File: src/rtl/seg_pkg.sv
// Shared constants, FSM state encoding and leading-zero helper for the
// multiplexed seven-segment scanner.
package seg_pkg;

  localparam int unsigned NDIG  = 4;
  localparam int unsigned IDX_W = $clog2(NDIG);

  localparam logic [6:0]      SEG_BLANK = 7'b1111111;
  localparam logic [NDIG-1:0] AN_OFF    = 4'b1111;

  typedef enum logic {
    S_ON   = 1'b0,
    S_DEAD = 1'b1
  } seg_state_e;

  // Bit k set when digit k and every digit above it are zero; digit 0 never qualifies.
  function automatic logic [NDIG-1:0] lz_mask(input logic [4*NDIG-1:0] val);
    logic [NDIG-1:0] m;
    logic            zero_above;
    m          = '0;
    zero_above = 1'b1;
    for (int k = NDIG - 1; k >= 1; k--) begin
      zero_above = zero_above & (val[4*k +: 4] == 4'd0);
      m[k]       = zero_above;
    end
    return m;
  endfunction

endpackage

File: src/rtl/seg_scan_ctrl_bcd.sv
// BCD to active-low seven-segment decoder; seg bit order is {g,f,e,d,c,b,a}.
module seg_scan_ctrl_bcd
  import seg_pkg::*;
(
  input  logic [3:0] i_bcd,
  output logic [6:0] o_seg
);

  always_comb begin
    o_seg = SEG_BLANK;
    case (i_bcd)
      4'd0:    o_seg = 7'b1000000;
      4'd1:    o_seg = 7'b1111001;
      4'd2:    o_seg = 7'b0100100;
      4'd3:    o_seg = 7'b0110000;
      4'd4:    o_seg = 7'b0011001;
      4'd5:    o_seg = 7'b0010010;
      4'd6:    o_seg = 7'b0000010;
      4'd7:    o_seg = 7'b1111000;
      4'd8:    o_seg = 7'b0000000;
      4'd9:    o_seg = 7'b0010000;
      default: o_seg = SEG_BLANK;
    endcase
  end

endmodule

File: src/rtl/seg_scan_ctrl.sv
// Four-digit multiplexed seven-segment scanner with dead-time ghosting guard,
// leading-zero blanking and frame-aligned display updates.
module seg_scan_ctrl
  import seg_pkg::*;
#(
  parameter int unsigned REFRESH_DIV = 100000,
  parameter int unsigned DEAD_CYC    = 16
) (
  input  logic        clk,
  input  logic        rst_n,
  input  logic        load,
  input  logic [15:0] value,
  input  logic [3:0]  dp_in,
  input  logic        blank_lz,
  output logic [3:0]  an,
  output logic [6:0]  seg,
  output logic        dp,
  output logic        upd_done
);

  localparam int unsigned CNT_MAX = (REFRESH_DIV > DEAD_CYC) ? REFRESH_DIV : DEAD_CYC;
  localparam int unsigned CNT_W   = (CNT_MAX > 1) ? $clog2(CNT_MAX) : 1;

  localparam logic [CNT_W-1:0] ON_LAST   = CNT_W'(REFRESH_DIV - 1);
  localparam logic [CNT_W-1:0] DEAD_LAST = CNT_W'(DEAD_CYC - 1);
  localparam logic [IDX_W-1:0] IDX_LAST  = IDX_W'(NDIG - 1);

  if (REFRESH_DIV < 2) begin : g_bad_refresh
    $error("REFRESH_DIV must be at least 2");
  end
  if (DEAD_CYC < 1) begin : g_bad_dead
    $error("DEAD_CYC must be at least 1");
  end

  seg_state_e        r_state;
  logic [IDX_W-1:0]  r_idx;
  logic [CNT_W-1:0]  r_cnt;
  logic [15:0]       r_disp_val;
  logic [NDIG-1:0]   r_disp_dp;
  logic [15:0]       r_pend_val;
  logic [NDIG-1:0]   r_pend_dp;
  logic              r_pend;
  logic [NDIG-1:0]   r_an;
  logic [6:0]        r_seg;
  logic              r_dp;
  logic              r_upd_done;

  logic [3:0]        w_nib;
  logic [6:0]        w_dec;
  logic [NDIG-1:0]   w_lz;
  logic              w_blank;
  logic              w_on_done;
  logic              w_dead_done;
  logic              w_commit;
  logic [15:0]       w_commit_val;
  logic [NDIG-1:0]   w_commit_dp;
  logic [NDIG-1:0]   w_an_on;

  seg_scan_ctrl_bcd u_bcd (
    .i_bcd (w_nib),
    .o_seg (w_dec)
  );

  assign w_nib   = r_disp_val[{r_idx, 2'b00} +: 4];
  assign w_lz    = lz_mask(r_disp_val) & {NDIG{blank_lz}};
  // Out-of-range nibbles never reach the pins, whatever the decoder makes of them.
  assign w_blank = w_lz[r_idx] | (w_nib > 4'd9);
  assign w_an_on = ~(NDIG'(1) << r_idx);

  assign w_on_done   = (r_state == S_ON)   && (r_cnt == ON_LAST);
  assign w_dead_done = (r_state == S_DEAD) && (r_cnt == DEAD_LAST);

  // A load landing on the frame boundary itself is committed directly.
  assign w_commit     = w_dead_done && (r_idx == IDX_LAST) && (r_pend || load);
  assign w_commit_val = load ? value : r_pend_val;
  assign w_commit_dp  = load ? dp_in : r_pend_dp;

  always_ff @(posedge clk) begin
    if (!rst_n) begin
      r_state    <= S_DEAD;
      r_idx      <= IDX_LAST;
      r_cnt      <= '0;
      r_disp_val <= '0;
      r_disp_dp  <= '0;
      r_pend_val <= '0;
      r_pend_dp  <= '0;
      r_pend     <= 1'b0;
      r_an       <= AN_OFF;
      r_seg      <= SEG_BLANK;
      r_dp       <= 1'b1;
      r_upd_done <= 1'b0;
    end else begin
      r_upd_done <= 1'b0;

      if (r_state == S_ON) begin
        r_an  <= w_an_on;
        r_seg <= w_blank ? SEG_BLANK : w_dec;
        r_dp  <= ~r_disp_dp[r_idx];
      end else begin
        r_an  <= AN_OFF;
        r_seg <= SEG_BLANK;
        r_dp  <= 1'b1;
      end

      if (load) begin
        r_pend_val <= value;
        r_pend_dp  <= dp_in;
        r_pend     <= 1'b1;
      end

      unique case (r_state)
        S_ON: begin
          if (w_on_done) begin
            r_state <= S_DEAD;
            r_cnt   <= '0;
          end else begin
            r_cnt <= r_cnt + CNT_W'(1);
          end
        end
        S_DEAD: begin
          if (w_dead_done) begin
            r_state <= S_ON;
            r_cnt   <= '0;
            r_idx   <= r_idx + IDX_W'(1);
            if (w_commit) begin
              r_disp_val <= w_commit_val;
              r_disp_dp  <= w_commit_dp;
              r_pend     <= 1'b0;
              r_upd_done <= 1'b1;
            end
          end else begin
            r_cnt <= r_cnt + CNT_W'(1);
          end
        end
        default: begin
          r_state <= S_DEAD;
          r_cnt   <= '0;
        end
      endcase
    end
  end

  assign an       = r_an;
  assign seg      = r_seg;
  assign dp       = r_dp;
  assign upd_done = r_upd_done;

endmodule

File: config.mk
export PLATFORM = sky130hd
export DESIGN_NAME = seg_scan_ctrl
export DESIGN_NICKNAME = d
export VERILOG_FILES = /design/src/rtl/seg_pkg.sv /design/src/rtl/seg_scan_ctrl_bcd.sv /design/src/rtl/seg_scan_ctrl.sv
export SDC_FILE = /design/constraint.sdc
export NUM_CORES = 1
export LEC_CHECK = 0
export BUFFER_PORTS_ARGS = -buffer_cell sky130_fd_sc_hd__buf_2
export CORE_ASPECT_RATIO = 1.75
export CORE_MARGIN = 1
export CORE_UTILIZATION = 52
export CTS_CLUSTER_DIAMETER = 40
export CTS_CLUSTER_SIZE = 12
export DETAILED_ROUTE_END_ITERATION = 10
export PLACE_DENSITY = 0.75
export SYNTH_ARGS = -nofsm -noshare
export SYNTH_HDL_FRONTEND = slang
export SYNTH_SLANG_ARGS = --single-unit
File: constraint.sdc
create_clock -name clk -period 2.1 [get_ports clk]
set_input_delay 0.315 -clock clk [delete_from_list [all_inputs] [get_ports clk]]
set_output_delay 0.315 -clock clk [all_outputs]
set_load 0.02 [all_outputs]
## Word-level counts from Yosys, hierarchy flattened

Memory sizes are Yosys's and may differ from the RTL's. A register that Yosys moved wholly into a read port is not among the register bits.
Index checks and enable logic that the tools add are counted.

| storage, ports and cells | value |
|---|---|
| flip-flop bits (word level) | 67 |
| ROM bits | 112 |
| bits of input ports | 24 |
| output and inout port bits | 13 |
| logic and storage cells | 59 |
| memories kept | 1 |

| cells by class | value |
|---|---|
| add/subtract/negate cells | 2 |
| magnitude comparators | 2 |
| equal/unequal tests | 3 |
| shifts and indexed selects | 2 |
| mux-type cells | 17 |
| bitwise logic cells | 8 |
| reduce and logical (&&, ||, !) cells | 13 |

Memories:

| memory | words | width | read ports | clocked after Yosys merged registers in | wr ports | RTL line | RTL |
|---|---|---|---|---|---|---|---|
| (no name shown) | 16 | 7 | 1 | 1 | 0 | seg_scan_ctrl_bcd.sv:11 | `case (i_bcd)` |

Operator list:

| kind | number |
|---|---|
| $mux W17 | 2 |
| $pmux W17 S2 | 1 |
| $add A17 B1 Y17 const B | 1 |
| $eq A17 B17 Y1 const B | 1 |
| $eq A17 B4 Y1 const B | 1 |
| $mux W16 | 1 |
| $shiftx A16 B5 Y4 | 1 |
| $logic_not A4 Y1 | 3 |
| $mux W1 | 9 |
| $reduce_and A3 Y1 | 2 |
| $and A4 B4 Y4 | 1 |
| $bmux W1 S2 | 2 |
| $gt A4 B4 Y1 const B | 1 |
| $logic_and A1 B1 Y1 | 4 |
| $mux W4 | 1 |
| $not A4 Y4 | 1 |
| $shl A1 B2 Y4 const A | 1 |
| $lt A2 B3 Y1 const B | 1 |
| $not A1 Y1 | 3 |
| $reduce_or A3 Y1 | 1 |
| $add A2 B1 Y2 const B | 1 |
| $and A1 B1 Y1 | 2 |
| $eq A2 B2 Y1 const B | 1 |
| $pmux W1 S2 | 1 |
| 4 further kinds | 4 |

## Depth between registers and ports, before layout

| logic depth | value |
|---|---|
| depth after elaboration | 8 |
| gate-level depth with buffers | 9 |
| depth with buffers taken out | 7 |

## Modules after synthesis

From an unflattened synthesis, not the netlist that was laid out.

| second synthesis, totals | value |
|---|---|
| cells, all modules | 320 |
| area, all modules | 3318.2 µm² |

Modules (own cells, without submodules):

| module | instances | cells an instance | area each (µm²) | sequential area each (µm²) |
|---|---|---|---|---|
| seg_scan_ctrl | 1 | 287 | 3108.0 | 1481.4 |
| seg_scan_ctrl_bcd | 1 | 33 | 210.2 | 0.0 |

## Least setup slack after synthesis

No wires, ideal clock.

| path | value |
|---|---|
| kind | register to register |
| start | register r_idx[0] |
| end | register r_seg[1] (netlist: seg[1]) |
| setup time | 133 ps |
| arrival time | 1986 ps |
| data required time | 1967 ps |
| path slack | -20 ps |
| stages on the path, launching flop included | 10 |
| path buffers | 2 |
| period minus slack after synthesis | 2120 ps |
| path through | dfxtp_1 > buf_2 > mux4_2 > inv_1 > ha_1 > nor2_1 > o21ai_0 > and2_1 > clkbuf_1 > o211ai_1 |

| between the ends | value |
|---|---|
| cells in the longest elaborated chain, start to end | 4 |
| elaborated cells on any way between the ends | 6 |
| classes of those cells | order compare (1); shift (1); mux (2); bitwise (1); reduce/logical (1) |

RTL lines:

| element | RTL line | RTL |
|---|---|---|
| start, declared | seg_scan_ctrl.sv:36 | `logic [IDX_W-1:0] r_idx;` |
| start signal, assigned | seg_scan_ctrl.sv:124 | `r_idx <= r_idx + IDX_W'(1);` |
| $shiftx A16 B5 Y4 / $bmux W1 S2 (equally long branches) | seg_scan_ctrl.sv:64, seg_scan_ctrl.sv:67 |  |
| $gt A4 B4 Y1 / $mux W1 (equally long branches) | seg_scan_ctrl.sv:67 | `assign w_blank = w_lz[r_idx] \| (w_nib > 4'd9);` |
| $or A1 B1 Y1 | seg_scan_ctrl.sv:67 |  |
| $reduce_or A3 Y1 (no line) | n/a |  |
| end, declared | seg_scan_ctrl.sv:44 | `logic [6:0] r_seg;` |

Several ways; a longest one is shown, not always the timed one. The select of a mux whose other input is x is not followed.
A chain may end at the register's enable or synchronous reset.

## Worst setup path after layout

| path | value |
|---|---|
| start | register r_cnt[1] |
| end | register r_disp_val[6] |

| between the ends | value |
|---|---|
| cells in the longest elaborated chain, start to end | 5 |

RTL lines:

| element | RTL line | RTL |
|---|---|---|
| start, declared | seg_scan_ctrl.sv:37 | `logic [CNT_W-1:0] r_cnt;` |
| start signal, assigned | seg_scan_ctrl.sv:117 | `r_cnt <= r_cnt + CNT_W'(1);` |
| start signal, assigned | seg_scan_ctrl.sv:132 | `r_cnt <= r_cnt + CNT_W'(1);` |
| $eq A17 B4 Y1 (*) | seg_scan_ctrl.sv:71 | `assign w_dead_done = (r_state == S_DEAD) && (r_cnt == DEAD_LAST);` |
| $logic_and A1 B1 Y1 (*) | seg_scan_ctrl.sv:71 |  |
| $logic_and A1 B1 Y1 (2 in series) | seg_scan_ctrl.sv:74 | `assign w_commit = w_dead_done && (r_idx == IDX_LAST) && (r_pend \|\| load);` |
| $reduce_and A3 Y1 (no line) (*) | n/a |  |
| end signal, assigned | seg_scan_ctrl.sv:126 | `r_disp_val <= w_commit_val;` |
| end, declared | seg_scan_ctrl.sv:38 | `logic [15:0] r_disp_val;` |

Mark *: on every way between the ends. The rest lies on a longest branch, timed or not.

==> impl_metrics.toml <==
[outcome]
status = "finished clean"

[yosys]
synth_nets = 356
syn_area_sq_um = 3450
ys_async_sr_fraction_pct = 0
synth_cell_type_count = 51
syn_avg_cell_area_sq_um = 10.7
synth_ff_type = "dfxtp_1"
syn_inst = 322
synth_edf_count = 0
ys.warnings.count = 0
synth_seq_area_share_pct = 42.9
ys_seq_elements = 74

[sta]
holdWs_ns = 0.274
slew_viol_final = 0
fin_crit_sh_pct = 97.2
setup_tns_ns = 0
max_freq_ghz = 0.490
skew_ns = 0.00711
hold_viol = 0
worstMarginPinSlew_ns = 0.407
fin_crit_ns = 2.04
finalSetupViolCount = 0
rsz0062_at_grt = "no"
maxSlewHeadroom_pct = 72.6

[cts]
cts_tree = "built"
cts_resized = 0
cts-htree-levels = 3
cts_setup_buffers = 0
cts_buffer_depth = 2
cts_buffers = 9
clock_latency_ns = 0.35
clkTransAtPathRegs_ns = 0.07
cts.sinks = 74
root_buffer = "clkbuf_8"
hold_buffers = 0

[worst_setup_path]
end_kind = "register"
crit_type = "reg2reg"
crit_path_start_kind = "register"
r2r.worst_path.cells = 6
cp_max_fo = 20
critPathRequiredTime_ns = 2.35
cp.arrival_ns = 2.29

[power]
leakage_nw = 1.62
p_switching_uw = 559
swShare_pct = 22.3
p_int_mw = 1.95
powerDensity_nw_per_um2 = 631
p_comb_share_pct = 5.0
ir_drop_mv = 0.518
p_clk_share_pct = 37.6
seqPwrFrac_pct = 57.5

[die]
initial_core_util_pct = 54.6
rows = 38
die_w_um = 63.6
dieArea_sq_um = 6980
die_y_um = 110
core_area_sq_um = 6320
ios = 37

[cells_and_area]
antennaDiodeCount = 0
area_delta_synth_final_pct = 15.4
post-route-util_pct = 63.0
fin_area_sq_um = 3980
nNetsFinal = 408
drive_gt1_share_pct = 34.3

[global_routing]
antenna_found_initial = 0
grt_pass1_wl_um = 10900
grt_overflow_total = 0
grt_max_degree = 27
globalRouteTotalUtil_pct = 20.7
first_global_vias = 2402

[worst_hold_path]
hold_path_depth = 3
hp-class = "in2reg"

[job]
max-cap-violations = 0

[placed_design]
place_area_sq_um = 3800
gp_congestion = 0.857
io_buffers = 36
dpl.hpwl_um = 4610

[route]
wl_per_cell_um = 13.6
drtPass1Iterations = 4
drc = 0
drt_iter0_markers = 90
drt.antenna.violating_nets = 0
routed_wl_um = 6260
routed_via_density = 5.17
vias = 2375
[cell families after synthesis]
family          Yosys count  synth area share [%]
compound gates           25                  4.53
flops                    74                  42.9
fa+ha+maj                10                  3.63
buf+inv                  29                  4.35
xor+xnor                 13                  3.30
mux                      46                  18.1
simple gates            125                  23.2
[cell usage in the layout, fill, tap and decap left out, types with 3 or more instances in the layout]
master,netlist,final
xnor2_1,12,12
nor4_1,7,7
buf_2,3,36
mux4_2,5,5
inv_1,12,12
clkbuf_8,0,10
nand3_1,14,14
nor2b_1,11,11
and2b_2,11,11
mux2_4,20,20
nand4_1,5,5
buf_4,2,21
o21ai_0,13,13
and2_2,11,11
nand2_1,9,9
nor3_1,16,16
mux2i_1,20,20
ha_1,10,9
nor2_1,10,10
and2_1,11,10
clkinv_2,0,3
dfxtp_1,74,73
clkbuf_1,8,3
[cells in the mapped netlist (2+ instances only)]
master,n,area share [%]
and2_2,11,2.4
and2b_2,11,2.8
nand3_1,14,2.0
or3_1,2,0.36
and4_1,2,0.51
nor2b_1,11,2.0
and2_1,11,2.0
a21oi_1,2,0.29
buf_2,3,0.43
buf_4,2,0.43
mux2i_1,20,5.8
clkbuf_1,8,0.87
nand3b_1,2,0.43
dfxtp_1,74,43
buf_6,4,1.3
inv_1,12,1.3
nor3_1,16,2.3
mux4_2,5,3.3
nor2_1,10,1.1
ha_1,10,3.6
mux2_4,20,8.7
nand4_1,5,0.91
nor4_1,7,1.3
o21ai_0,13,1.9
xnor2_1,12,3.0
nor4b_1,2,0.51
nand2_1,9,0.98
[routing by layer]
metal / vias to the layer above / wire, um / global-route usage, % / share of wire [%]
met5: - / 0 / 0 / 0
met4: 0 / 170 / 11.9 / 2.7
met3: 14 / 183 / 5.60 / 2.9
met2: 30 / 3350 / 36.8 / 54
met1: 1101 / 2560 / 21.5 / 41
li1: 1230 / - / - / -
[per-stage QoR]
step | instances | power (mW) | setup WS (ns)
2_1_floorplan | 322 | 1.56 | 0.0362
3_3_place_gp | 443 | 1.59 | 0.0782
3_5_place_dp | 443 | 1.60 | 0.0122
4_1_cts | 459 | 2.55 | 0.00736
5_1_grt | 459 | 2.63 | 0.00494
6_report | 459 | 2.51 | 0.0587
[sequential cells by signal, summed over array words and instances (netlist names), 2 cells and up]
name	cells
r_cnt	17
r_disp_val	16
r_pend_val	16
seg	7
an	4
r_disp_dp	4
r_pend_dp	4
r_idx	2
[cell type report]
cell class	instances	area, sq um
fillers	514	2340
clock buffers	13	149
clock inverters	3	15.0
well taps	80	100
inverters	12	45.0
flip-flops and latches	74	1480
repair buffers	58	358
multi-input cells	219	1830
[final timing paths]
kind / slack (ns) / start / to
hold reg to reg: 0.52 / r_cnt[16] / r_cnt[16]
setup reg to reg: 0.06 / r_cnt[1] / r_disp_val[6]
hold / removal: 0.27 / value[3] / r_pend_val[3]
setup / recovery: 0.06 / r_cnt[1] / r_disp_val[6]
[worst max-delay path: stages, from the launching register on]
cell and delay [ns]:
dfxtp_1 0.40, ha_4 0.17, nand3_4 0.07, or4b_4 0.53, nor3_4 0.22, buf_12 0.22, mux2_4 0.32
[power groups by stage]
stage                     Clock [mW]  Combinational [mW]  Sequential, mW
after floorplan                    0              0.0855            1.47
after global placement             0               0.122            1.47
after detailed placement           0               0.124            1.47
after CTS                      0.980               0.125            1.44
after global routing            1.04               0.140            1.45
final                          0.944               0.125            1.44
No activity file was read; power rests on OpenSTA's default activity.
